`src/rtl/hamming_decoder_stream.sv`:
```
// hamming_decoder_stream
//   Streaming Hamming(7,4) single-error-correcting decoder with a two-stage
//   valid/ready pipeline and saturating link statistics.
//
//   Codeword layout: [0]=p1 [1]=p2 [2]=d0 [3]=p4 [4]=d1 [5]=d2 [6]=d3
//
//   Ports
//     clk, rst        clock and synchronous active-high reset
//     in_valid/ready  input handshake, in_code = received 7-bit codeword
//     out_valid/ready output handshake
//     out_data        corrected data {d3,d2,d1,d0}
//     out_err_pos     syndrome, 0 = clean, else 1-based flipped bit position
//     out_corrected   nonzero syndrome, one bit was flipped
//     cnt_clr         synchronous clear of both counters (wins over increment)
//     corr_cnt        saturating count of corrected words delivered
//     word_cnt        saturating count of all words delivered
//
//   Every nonzero syndrome is treated as a single-bit error; double errors
//   are miscorrected by design.
module hamming_decoder_stream #(
    parameter int CNT_W = 16
) (
    input  logic             clk,
    input  logic             rst,
    input  logic             in_valid,
    output logic             in_ready,
    input  logic [6:0]       in_code,
    output logic             out_valid,
    input  logic             out_ready,
    output logic [3:0]       out_data,
    output logic [2:0]       out_err_pos,
    output logic             out_corrected,
    input  logic             cnt_clr,
    output logic [CNT_W-1:0] corr_cnt,
    output logic [CNT_W-1:0] word_cnt
);

    function automatic logic [2:0] calc_syndrome(input logic [6:0] c);
        logic s0;
        logic s1;
        logic s2;
        s0 = c[0] ^ c[2] ^ c[4] ^ c[6];
        s1 = c[1] ^ c[2] ^ c[5] ^ c[6];
        s2 = c[3] ^ c[4] ^ c[5] ^ c[6];
        return {s2, s1, s0};
    endfunction

    // Flip bit (syn-1); syn is at most 7 so the index stays inside [6:0].
    function automatic logic [6:0] correct_code(input logic [6:0] c,
                                                input logic [2:0] syn);
        logic [6:0] fixed;
        logic [2:0] idx;
        fixed = c;
        idx   = syn - 3'd1;
        if (syn != 3'd0) begin
            fixed[idx] = ~fixed[idx];
        end
        return fixed;
    endfunction

    function automatic logic [CNT_W-1:0] sat_inc(input logic [CNT_W-1:0] v);
        return (&v) ? v : v + CNT_W'(1);
    endfunction

    logic       vld_p1;
    logic [6:0] code_p1;
    logic [2:0] syn_p1;
    logic [6:0] fixed_p1;

    logic s2_adv;
    logic s1_adv;
    logic in_fire;
    logic out_fire;

    assign s2_adv   = !out_valid || out_ready;
    assign s1_adv   = vld_p1 && s2_adv;
    assign in_ready = !vld_p1 || s2_adv;
    assign in_fire  = in_valid && in_ready;
    assign out_fire = out_valid && out_ready;
    assign fixed_p1 = correct_code(code_p1, syn_p1);

    // ---- stage 1: capture codeword and syndrome ----
    always_ff @(posedge clk) begin
        if (rst) begin
            vld_p1 <= 1'b0;
        end else if (in_fire) begin
            vld_p1 <= 1'b1;
        end else if (s1_adv) begin
            vld_p1 <= 1'b0;
        end
    end

    always_ff @(posedge clk) begin
        if (in_fire) begin
            code_p1 <= in_code;
            syn_p1  <= calc_syndrome(in_code);
        end
    end

    // ---- stage 2: corrected output register ----
    always_ff @(posedge clk) begin
        if (rst) begin
            out_valid     <= 1'b0;
            out_data      <= 4'd0;
            out_err_pos   <= 3'd0;
            out_corrected <= 1'b0;
        end else if (s2_adv) begin
            out_valid <= vld_p1;
            // Data only moves when a word arrives; idle outputs keep their last value.
            if (s1_adv) begin
                out_data      <= {fixed_p1[6], fixed_p1[5], fixed_p1[4], fixed_p1[2]};
                out_err_pos   <= syn_p1;
                out_corrected <= (syn_p1 != 3'd0);
            end
        end
    end

    // ---- statistics on delivered words ----
    always_ff @(posedge clk) begin
        if (rst || cnt_clr) begin
            word_cnt <= '0;
            corr_cnt <= '0;
        end else if (out_fire) begin
            word_cnt <= sat_inc(word_cnt);
            if (out_corrected) begin
                corr_cnt <= sat_inc(corr_cnt);
            end
        end
    end

endmodule

```
`config.mk`:
```
export PLATFORM = sky130hd
export DESIGN_NAME = hamming_decoder_stream
export DESIGN_NICKNAME = d
export VERILOG_FILES = /design/src/rtl/hamming_decoder_stream.sv
export SDC_FILE = /design/constraint.sdc
export NUM_CORES = 1
export LEC_CHECK = 0
export CORE_MARGIN = 2
export CORE_UTILIZATION = 50
export CTS_BUF_LIST = sky130_fd_sc_hd__clkbuf_16
export CTS_CLUSTER_DIAMETER = 80
export DETAILED_ROUTE_END_ITERATION = 8
export PLACE_DENSITY = 0.79
export SYNTH_ARGS = -nofsm -noshare
export SYNTH_HDL_FRONTEND = slang
export SYNTH_SLANG_ARGS = --single-unit
```
`constraint.sdc`:
```
create_clock -name clk -period 2.2 [get_ports clk]
set_input_delay 0.33 -clock clk [delete_from_list [all_inputs] [get_ports clk]]
set_output_delay 0.33 -clock clk [all_outputs]
set_load 0.005 [all_outputs]
```
* After elaboration in Yosys (flattened, before gate mapping)
Index checks and enable logic that the tools add are counted.
** Storage, ports and cells
- Flip-flop bits (word level) :: 52
- Input port bits :: 12
- Output and inout bits :: 42
- Word-level logic and storage cells :: 50
** Cells by class
- Add/subtract/negate cells :: 3
- Magnitude comparators :: 2
- Muxes and demuxes :: 8
- Bitwise operators :: 12
- Reductions and logical operators :: 16
** Operators by type and width (number)
- adder 16 x 1 -> 16 bit, second input constant :: 2
- AND reduction 16 bit :: 2
- bitwise XOR 1 bit :: 9
- bitwise mux 7 bit :: 1
- 2-to-1 mux 7 bit :: 1
- logical AND 1 bit :: 4
- less-than comparator 3 x 4 -> 1 bit, second input constant :: 1
- 2-to-1 mux 1 bit :: 4
- AND reduction 2 bit :: 2
- binary-select mux 1 bit (select 3 bit) :: 1
- demux 1 bit (select 3 bit) :: 1
- greater-or-equal comparator 3 x 1 -> 1 bit, second input constant :: 1
- logical OR 1 bit :: 3
- NOT 1 bit :: 3
- AND reduction 3 bit :: 1
- nonzero test 3 bit :: 1
- subtractor 3 x 1 -> 3 bit, second input constant :: 1
- logical NOT 1 bit :: 2
- nonzero test 2 bit :: 1

* Logic depth before layout (Yosys ltp)
- Word-level depth :: 7
- Gate-level depth with buffers :: 6
- Depth with buffers taken out :: 6

* Worst setup path before layout
Ideal clock, no wire load.
- Path type :: register to register
- From :: register syn_p1[0]
- To :: register out_data[0]
- Setup time :: 91 ps
- Arrival time :: 1968 ps
- Data required time :: 2109 ps
- Slack :: 141 ps
- Stages on the path, launching flop included :: 7
- Buffers on the path :: 0
- Clock period less this slack :: 2059 ps
- Cells stage by stage :: edfxtp_1 inv_1 ha_1 xor2_1 mux2i_1 or4b_1 a311oi_1
** On the way
- Word-level cells in the longest chain between the ends :: 7
- Elaborated cells on any way between the ends :: 12
- Those cells by class :: add/sub: 1; order compare: 2; mux: 6; bitwise: 1; reduce/logical: 2
** RTL lines
- start: declaration :: line 67 : logic [2:0] syn_p1;
- start signal: assignment :: line 96 : syn_p1 <= calc_syndrome(in_code);
- subtractor 3 x 1 -> 3 bit :: line 54 : idx = syn - 3'd1;
- less-than comparator 3 x 4 -> 1 bit (implied by the code) / greater-or-equal comparator 3 x 1 -> 1 bit (equally long branches) :: line 56 : fixed[idx] = ~fixed[idx];
- logical AND 1 bit (implied by the code) :: line 56
- 2-to-1 mux 1 bit (implied by the code) :: line 56
- demux 1 bit (select 3 bit) :: line 56
- bitwise mux 7 bit :: line 56
- 2-to-1 mux 7 bit (*) :: line 55 : if (syn != 3'd0) begin
- end signal: assignment :: line 111 : out_data <= {fixed_p1[6], fixed_p1[5], fixed_p1[4], fixed_p1[2]};
- end: declaration :: line 30 : output logic [3:0] out_data,
Mark *: on every way between the ends. The rest lies on a longest branch, timed or not. The select of a mux whose other input is x is not followed.
A chain may end at the register's enable or synchronous reset.

* Worst setup path in the final report
Ends and elaborated chain as after synthesis.

==> impl_metrics.yaml <==
synthesis:
  synth.distinct_cells: 44
  synth_top_area_share_pct: 33.8
  synth_top_area_cell: "dfxtp_1"
  synthArstFlopShare_pct: 0
  avgSynthCellArea_um2: 9.17
  syn_nets: 287
  ys_seq_area_share_pct: 44.7
  synth-edff-count: 9
  synth_area_mm2: 0.00248
  netlist_instances: 271
  synth-seq-cells: 51
  synthFlopType: "dfxtp_1"
  yosys_warnings: 0
  yosys-top-cells-area: "dfxtp_1, edfxtp_1, a21oi_1"
placed_design:
  place_congestion: 0.851
  pre_cts_ws_ns: 0.107
  hpwl_um: 4290
  port_buffers: 53
  placed_area_mm2: 0.00315
clock_tree:
  cts_hold_buffers: 0
  root_buffer: "clkbuf_16"
  cts_made_buffers: 5
  cts_sinks: 51
  clkLatencyLatePin_ns: 0.29
  cts.clk_slew.worst_paths_ns: 0.06
  cts_tree: "built"
  clockBufferDepth: 2
  htreeDepth: 2
critical_path:
  cp_max_fo: 5
  crit_required_ns: 2.40
  startpoint_type: "register"
  path_class: "register to register"
  end_kind: "register"
  worstPathArrival_ns: 2.24
final_layout:
  final_common_cell: "clkdlybuf4s50_1"
  final_cell_area_mm2: 0.00330
  nNetsFinal: 351
  synthToLayoutAreaGrowth_pct: 32.8
  diodes: 0
  final_cell_mix: "clkdlybuf4s50_1, dfxtp_1, a21oi_1"
  drive_gt1_share_pct: 7.44
timing:
  finalSetupViolCount: 0
  skew_ns: 0.00264
  setup_slack_ns: 0.157
  slew_violations: 0
  finalHoldViolCount: 0
  worst_pin_slew_ns: 0.645
  fin_crit_ns: 2.04
  slew_headroom_pct: 56.6
  period_share_pct: 92.9
  hold_slack_ns: 0.480
  fmax_mhz: 489
route:
  avgViaCountPerCell: 5.89
  postRouteAntennaNets: 0
  drc: 0
  dr.first_iter.drc_count: 138
  dr.pass1.iters: 4
  wl_per_cell_um: 14.9
  vias: 2374
  totalWireLength_um: 6010
pwr:
  p_sw_uw: 462
  seqPwrFrac_pct: 51.0
  cellPowerDensity_mw_per_mm2: 597
  intPower_uw: 1510
  p_clk_share_pct: 37.3
  peakVddDrop_mv: 0.400
  power_uw: 1970
  p_sw_share_pct: 23.4
  p_leak_uw: 0.00110
  p_comb_share_pct: 11.7
die:
  row_count: 25
  core_area_mm2: 0.00475
  io_pins: 54
  die_w_um: 74.5
  start_util_pct: 52.3
  die_h_um: 74.5
  die_area_mm2: 0.00555
grt:
  grt_pass1_wl_um: 9630
  antenna_found_initial: 0
  grtUsageTotal_pct: 22.4
  first_global_vias: 2092
  gr-total-overflow: 0
  grt_max_degree: 22
hold_path:
  hold_class: "register to register"
flow_run:
  maxCapViolCount: 0
outcome:
  status: "complete, no violations"
[layer usage]
metal	part of all wire [%]	vias up	track usage, %
li1	-	1167	-
met1	45	1131	28.8
met3	4.6	10	4.20
met2	49	66	37.6
met4	1.7	0	8.53
met5	0	-	0
[worst max-delay path, stage by stage (launching register included)]
cell and delay, ns:
edfxtp_1 0.44, inv_2 0.12, ha_1 0.26, xor2_2 0.21, mux2i_1 0.24, or4b_1 0.44
a311oi_1 0.24
[area by class of cell]
cell class                      count  area [um2]
Sequential cell                    51        1110
Clock buffer                        5         125
Timing Repair Buffer               65         621
Inverter                            8        30.0
Multi-Input combinational cell    204        1320
Fill cell                         408        1450
Tap cell                           67        83.8
Clock inverter                      3        11.3
[power groups by stage]
stage          combinational (uW)  sequential [uW]  clock (uW)
2_1_floorplan                 127             1020           0
3_3_place_gp                  213             1020           0
3_5_place_dp                  220             1020           0
4_1_cts                       223             1000         742
5_1_grt                       253             1010         780
6_report                      231             1000         735
[cell families (layout without fill, tap and decap cells)]
group	after synthesis	count (layout)	synth area share [%]
adder cells (fa/ha/maj)	4	4	2.01
AND/OR/NAND/NOR	111	111	24.5
flip-flops	51	51	44.7
XOR/XNOR	10	10	3.52
buffers and inverters	16	81	2.52
multiplexers	10	10	4.03
AO/OA/AOI/OAI	69	69	18.7
[metrics by stage]
stage          TNS (ns)  util [%]  instances
3_3_place_gp          0      66.2        394
6_report              0      69.4        403
4_1_cts               0      69.1        402
5_1_grt        -0.00267      69.4        403
2_1_floorplan         0         -        271
3_5_place_dp          0      66.2        394
[worst paths after layout]
path                                   from          end  slack [ns]  depth (start not counted)
worst max-delay path              syn_p1[0]  out_data[0]        0.16                          6
worst min-delay path            out_data[1]  out_data[1]        0.48                          1
worst max register to register    syn_p1[0]  out_data[0]        0.16                          6
worst min register to register  out_data[1]  out_data[1]        0.48                          1
[Yosys cell counts (6+ instances only)]
cell type  instances
nand2_1           18
or3_1             11
and3_1             6
a21oi_1           22
or4_1              6
mux2i_1           10
inv_1              8
nand4_1            9
nand3_1           14
dfxtp_1           42
nor2_1            19
o31ai_1            8
xnor2_1            6
edfxtp_1           9
o21ai_0           11
[state kept, by name, summed over array words and instances, names as in the netlist]
name,count
word_cnt,16
out_valid,1
syn_p1,3
corr_cnt,16
code_p1,6
vld_p1,1
out_err_pos,3
out_data,4
out_corrected,1
[timing repair]
item | 4_1_cts | 5_1_grt
resized for setup | 0 | 2
setup endpoints to repair | 0 | 1
setup buffers | 0 | 1
No activity file was read; power rests on OpenSTA's default activity.
